**src/rtl/wb_arbiter_m1.sv**
```systemverilog
// Round-robin writeback arbiter: N_SRC 2-deep FIFOs share one registered regfile write port.
// Handshake to wb_en takes 2 enabled cycles; src_ready is FIFO-not-full from registered state only.
module wb_arbiter_m1 #(
  parameter int N_SRC  = 3,
  parameter int DATA_W = 16,
  parameter int ADDR_W = 4
) (
  input  logic                     clk,
  input  logic                     async_rst,
  input  logic                     clk_en,
  input  logic [N_SRC-1:0]         src_valid,
  input  logic [N_SRC*ADDR_W-1:0]  src_addr,
  input  logic [N_SRC*DATA_W-1:0]  src_data,
  output logic [N_SRC-1:0]         src_ready,
  output logic                     wb_en,
  output logic [ADDR_W-1:0]        wb_addr,
  output logic [DATA_W-1:0]        wb_data,
  output logic [$clog2(N_SRC)-1:0] wb_src,
  output logic                     idle
);
  localparam int               SRC_W = $clog2(N_SRC);
  localparam logic [SRC_W:0]   N_EXT = (SRC_W+1)'(N_SRC);
  localparam logic [SRC_W-1:0] LAST  = SRC_W'(N_SRC-1);

  logic [1:0]        count  [N_SRC];
  logic [ADDR_W-1:0] addr_q [N_SRC][2];
  logic [DATA_W-1:0] data_q [N_SRC][2];
  logic [SRC_W-1:0]  rr_ptr;
  logic [SRC_W-1:0]  winner;
  logic              found;
  logic [SRC_W:0]    idx;
  logic [N_SRC-1:0]  push_v;
  logic [N_SRC-1:0]  pop_v;

  always_comb begin
    src_ready = '0;
    idle      = !wb_en;
    for (int i = 0; i < N_SRC; i++) begin
      src_ready[i] = (count[i] != 2'd2);
      if (count[i] != 2'd0) idle = 1'b0;
    end
  end

  // Scan from rr_ptr with wrap; first non-empty FIFO wins.
  always_comb begin
    found  = 1'b0;
    winner = '0;
    idx    = '0;
    for (int k = 0; k < N_SRC; k++) begin
      idx = {1'b0, rr_ptr} + (SRC_W+1)'(k);
      if (idx >= N_EXT) idx = idx - N_EXT;
      if (!found && count[idx[SRC_W-1:0]] != 2'd0) begin
        found  = 1'b1;
        winner = idx[SRC_W-1:0];
      end
    end
  end

  always_comb begin
    push_v = '0;
    pop_v  = '0;
    for (int i = 0; i < N_SRC; i++) begin
      push_v[i] = src_valid[i] && src_ready[i];
      pop_v[i]  = found && (winner == SRC_W'(i));
    end
  end

  always_ff @(posedge clk or posedge async_rst) begin
    if (async_rst) begin
      rr_ptr  <= '0;
      wb_en   <= 1'b0;
      wb_addr <= '0;
      wb_data <= '0;
      wb_src  <= '0;
      for (int i = 0; i < N_SRC; i++) begin
        count[i] <= 2'd0;
        for (int j = 0; j < 2; j++) begin
          addr_q[i][j] <= '0;
          data_q[i][j] <= '0;
        end
      end
    end else if (clk_en) begin
      for (int i = 0; i < N_SRC; i++) begin
        // Push while popping only happens at count 1 (ready is low at 2), so the new entry becomes head.
        if (pop_v[i] && push_v[i]) begin
          addr_q[i][0] <= src_addr[i*ADDR_W +: ADDR_W];
          data_q[i][0] <= src_data[i*DATA_W +: DATA_W];
        end else if (pop_v[i]) begin
          addr_q[i][0] <= addr_q[i][1];
          data_q[i][0] <= data_q[i][1];
          count[i]     <= count[i] - 2'd1;
        end else if (push_v[i]) begin
          if (count[i] == 2'd0) begin
            addr_q[i][0] <= src_addr[i*ADDR_W +: ADDR_W];
            data_q[i][0] <= src_data[i*DATA_W +: DATA_W];
          end else begin
            addr_q[i][1] <= src_addr[i*ADDR_W +: ADDR_W];
            data_q[i][1] <= src_data[i*DATA_W +: DATA_W];
          end
          count[i] <= count[i] + 2'd1;
        end
      end
      if (found) begin
        wb_en   <= (addr_q[winner][0] != '0);
        wb_addr <= addr_q[winner][0];
        wb_data <= data_q[winner][0];
        wb_src  <= winner;
        rr_ptr  <= (winner == LAST) ? '0 : winner + SRC_W'(1);
      end else begin
        wb_en <= 1'b0;
      end
    end
  end
endmodule

```
**config.mk**
```make
export PLATFORM = sky130hd
export DESIGN_NAME = wb_arbiter_m1
export DESIGN_NICKNAME = d
export VERILOG_FILES = /design/src/rtl/wb_arbiter_m1.sv
export SDC_FILE = /design/constraint.sdc
export NUM_CORES = 1
export LEC_CHECK = 0
export BUFFER_PORTS_ARGS = -buffer_cell sky130_fd_sc_hd__buf_2
export CORE_ASPECT_RATIO = 1.4
export CORE_MARGIN = 3
export CORE_UTILIZATION = 54
export CTS_BUF_LIST = sky130_fd_sc_hd__clkbuf_8
export DETAILED_ROUTE_END_ITERATION = 10
export GPL_TIMING_DRIVEN = 0
export PLACE_DENSITY = 0.79
export SYNTH_ARGS = -nofsm -noshare
export SYNTH_HDL_FRONTEND = slang
export SYNTH_SLANG_ARGS = --single-unit
```
**constraint.sdc**
```tcl
create_clock -name clk -period 5.75 [get_ports clk]
set_input_delay 1.4375 -clock clk [delete_from_list [all_inputs] [get_ports clk]]
set_output_delay 1.4375 -clock clk [all_outputs]
set_load 0.03 [all_outputs]
```
==> results.md <==
* LEAKAGE at 3.65 nW
* Synth unique cells at 48
* IO buf count at 92
* Pre-CTS setup slack at 2.21 ns
* Worst setup margin at 2.12 ns
* Layout cells sized above 1 at 0.314
* Total grt overflow at 0
* Starting Density at 0.553
* CTS root buf: clkbuf_8
* Number of fill cells in the layout at 965
* Dominant cell type by area after synthesis: dfrtp_1
* Final number of max-transition violations at 0
* Reg2Reg Depth at 14
* Row count at 48
* Worst Hold Path EP: addr_q[14]
* CTS buffer count at 17
* CP max FO at 10
* Worst EP required at 6.12 ns
* Commonest cells in the netlist: 151 x dfrtp_1, 77 x mux2_2, 57 x a22oi_1
* Placed cell area at 7530 um^2
* Setup TNS at 0 ns
* Clock tree from TritonCTS: built
* # setup viols final at 0
* Power, Total at 0.00575 W
* Startpoint types: flop
* R2R Path Start: rr_ptr[0]
* Seq/Total Area, Yosys at 0.552
* P per Cell Area at 717 nW/um^2
* Synth area leaders: dfrtp_1 55%, mux2_2 13%, a22oi_1 6.3%
* DP Wirelength at 12,100 um
* Hold depth at 2
* Routed wire length at 16,400 um
* Status: finished, final reports clean
* Drt drc at 0
* First-pass GRT wire length at 26,400 um
* H-tree Lvls at 4
* Area grow syn2layout at 17.0%
* Die Ht at 139 um
* RSZ-0062 raised after global routing: false
* Fin util at 0.648
* Post-synth top area share at 0.552
* Post-CTS setup buffer count at 0
* Worst R2R Setup Slack at 2.12 ns
* Clk buf depth at 2
* FFs w/ async S/R, synth at 1.00
* VDD IR-drop max at 0.335 mV
* Clock sink count at 151
* Worst Hold Launch: addr_q[14]
* FMAX at 276 MHz
* Drt pass-1 iters at 5
* Post-CTS sizing at 0
* Insertion delay to the later sink of the worst-skew pair at 0.45 ns
* Antenna Nets Post-Route at 0
* Number of max-cap violations at 0
* Clock slew at reported path FFs at 0.08 ns
* Worst setup EP type: flop
* Relative slew slack at 0.585
* Wire per inst at 18.8 um
* Worst r2r dst: data_q[20]
* Seq cells post-synth at 151
* Final hold viol count at 0
* Number of antenna violations at the first check in global routing at 0
* CP Data Arrival Time at 3.99 ns
* Skew final at 0.00824 ns
* GPL Wtd Cong at 0.914
* Die Wd at 101 um
* GRT Total Usage at 0.244
* Measured slew at the worst slew-check pin at 0.613 ns
* Syn Inst Count at 598
* Core area at 12,400 um^2
* Nets at 786
* Post-layout minimum cycle time at 3.63 ns
* WS Path Type: reg -> reg
* EDFF count, synth at 0
* Largest net degree at the start of global routing at 108
* Final period util at 0.631
* Initial detailed-routing violation count at 378
* Tightest Hold Check Type: reg -> reg
* Fin area at 8010 um^2
* Syn_nets at 674
* Ant diodes at 0
* Syn Area/Cell at 11.4 um^2
* I/O pin count at 93
* Die Area at 14,100 um^2
* Main synth FF type: dfrtp_1
* Synth warnings at 0
* Via count at 5,228
* Number of global-route vias before repair at 5,264
* Hold buffer count at CTS at 0
* Netlist Area Pre-Place at 6850 um^2
* Routed vias/inst at 6.00
* Most common cell in the netlist: dfrtp_1
## routing by layer
layer / global-route usage / wire length (um)
met5: 0 / 0
met4: 0.123 / 667
met3: 0.0512 / 860
met2: 0.416 / 8760
met1: 0.286 / 6090
## how the worst max path moves through the flow
stage	from	end	slack, ns	cells past startpoint
after floorplan	async_rst	addr_q[0]	0.25	1
after global placement	async_rst	data_q[77]	-1.03	2
after detailed placement	rr_ptr[0]	data_q[19]	2.21	14
after CTS	rr_ptr[0]	data_q[19]	2.18	14
after global routing	rr_ptr[0]	addr_q[7]	1.86	14
final	rr_ptr[0]	data_q[20]	2.12	14
## critical path, stage by stage, from the launching register on
cell and delay, ns:
dfrtp_1 0.39, inv_1 0.10, ha_1 0.41, nor3b_1 0.24
o221ai_1 0.15, nor2_1 0.11, nor2_1 0.11, inv_2 0.07
clkbuf_1 0.32, clkbuf_1 0.44, ha_1 0.31, o21bai_1 0.17
clkbuf_1 0.39, a22oi_1 0.15, a21oi_1 0.18
## cell usage in the layout, fill, tap and decap left out, types with 4 or more instances in the layout
| master | n |
|---|---|
| mux2_1 | 4 |
| nor3_1 | 7 |
| ha_1 | 10 |
| buf_2 | 109 |
| o21ai_0 | 21 |
| xnor2_1 | 8 |
| clkbuf_8 | 19 |
| a22oi_1 | 57 |
| nor2_1 | 47 |
| nand2_1 | 44 |
| a22o_1 | 18 |
| a31oi_1 | 16 |
| clkbuf_1 | 26 |
| bufinv_16 | 6 |
| dfrtp_1 | 151 |
| nand3_1 | 6 |
| a21oi_1 | 25 |
| nand2b_1 | 4 |
| mux2_2 | 77 |
| inv_1 | 15 |
## per-stage QoR
| stage | std cells | hold WS, ns |
|---|---|---|
| 2_1_floorplan | 598 | 0.442 |
| 3_3_place_gp | 840 | 0.458 |
| 3_5_place_dp | 841 | 0.464 |
| 4_1_cts | 872 | 0.483 |
| 5_1_grt | 872 | 0.506 |
| 6_report | 872 | 0.476 |
## kinds of logic after synthesis
| family | Yosys count | share of synthesized area |
|---|---|---|
| xor+xnor | 9 | 0.0115 |
| buf+inv | 62 | 0.0389 |
| fa+ha+maj | 10 | 0.0183 |
| mux | 83 | 0.136 |
| simple gates | 120 | 0.0746 |
| flops | 151 | 0.552 |
| compound gates | 163 | 0.169 |
## report_power, final
part,internal [W],switching [W],leakage [nW],total [W]
combinational,0.00117,0.00168,1.58,0.00285
clock,0.000582,0.000394,0.238,0.000975
sequential,0.00159,0.000328,1.83,0.00192
total,0.00335,0.00240,3.65,0.00575
## cell type report
cell class	count	area, um^2	area share
buffer	44	194	0.0242
clock buffer	19	262	0.0326
clock inverter	12	223	0.0278
inverter	18	77.6	0.00968
multi-input combinational	385	2800	0.350
sequential	151	3780	0.472
tap	150	188	0.0234
timing repair buffer	93	488	0.0609
## sequential cells by signal, indices dropped and copies added, names as in the netlist
| register | flops |
|---|---|
| data_q | 96 |
| addr_q | 24 |
| wb_data | 16 |
| count | 6 |
| wb_addr | 4 |
| rr_ptr | 2 |
| wb_src | 2 |
| wb_en | 1 |
No activity file was read; power rests on OpenSTA's default activity.
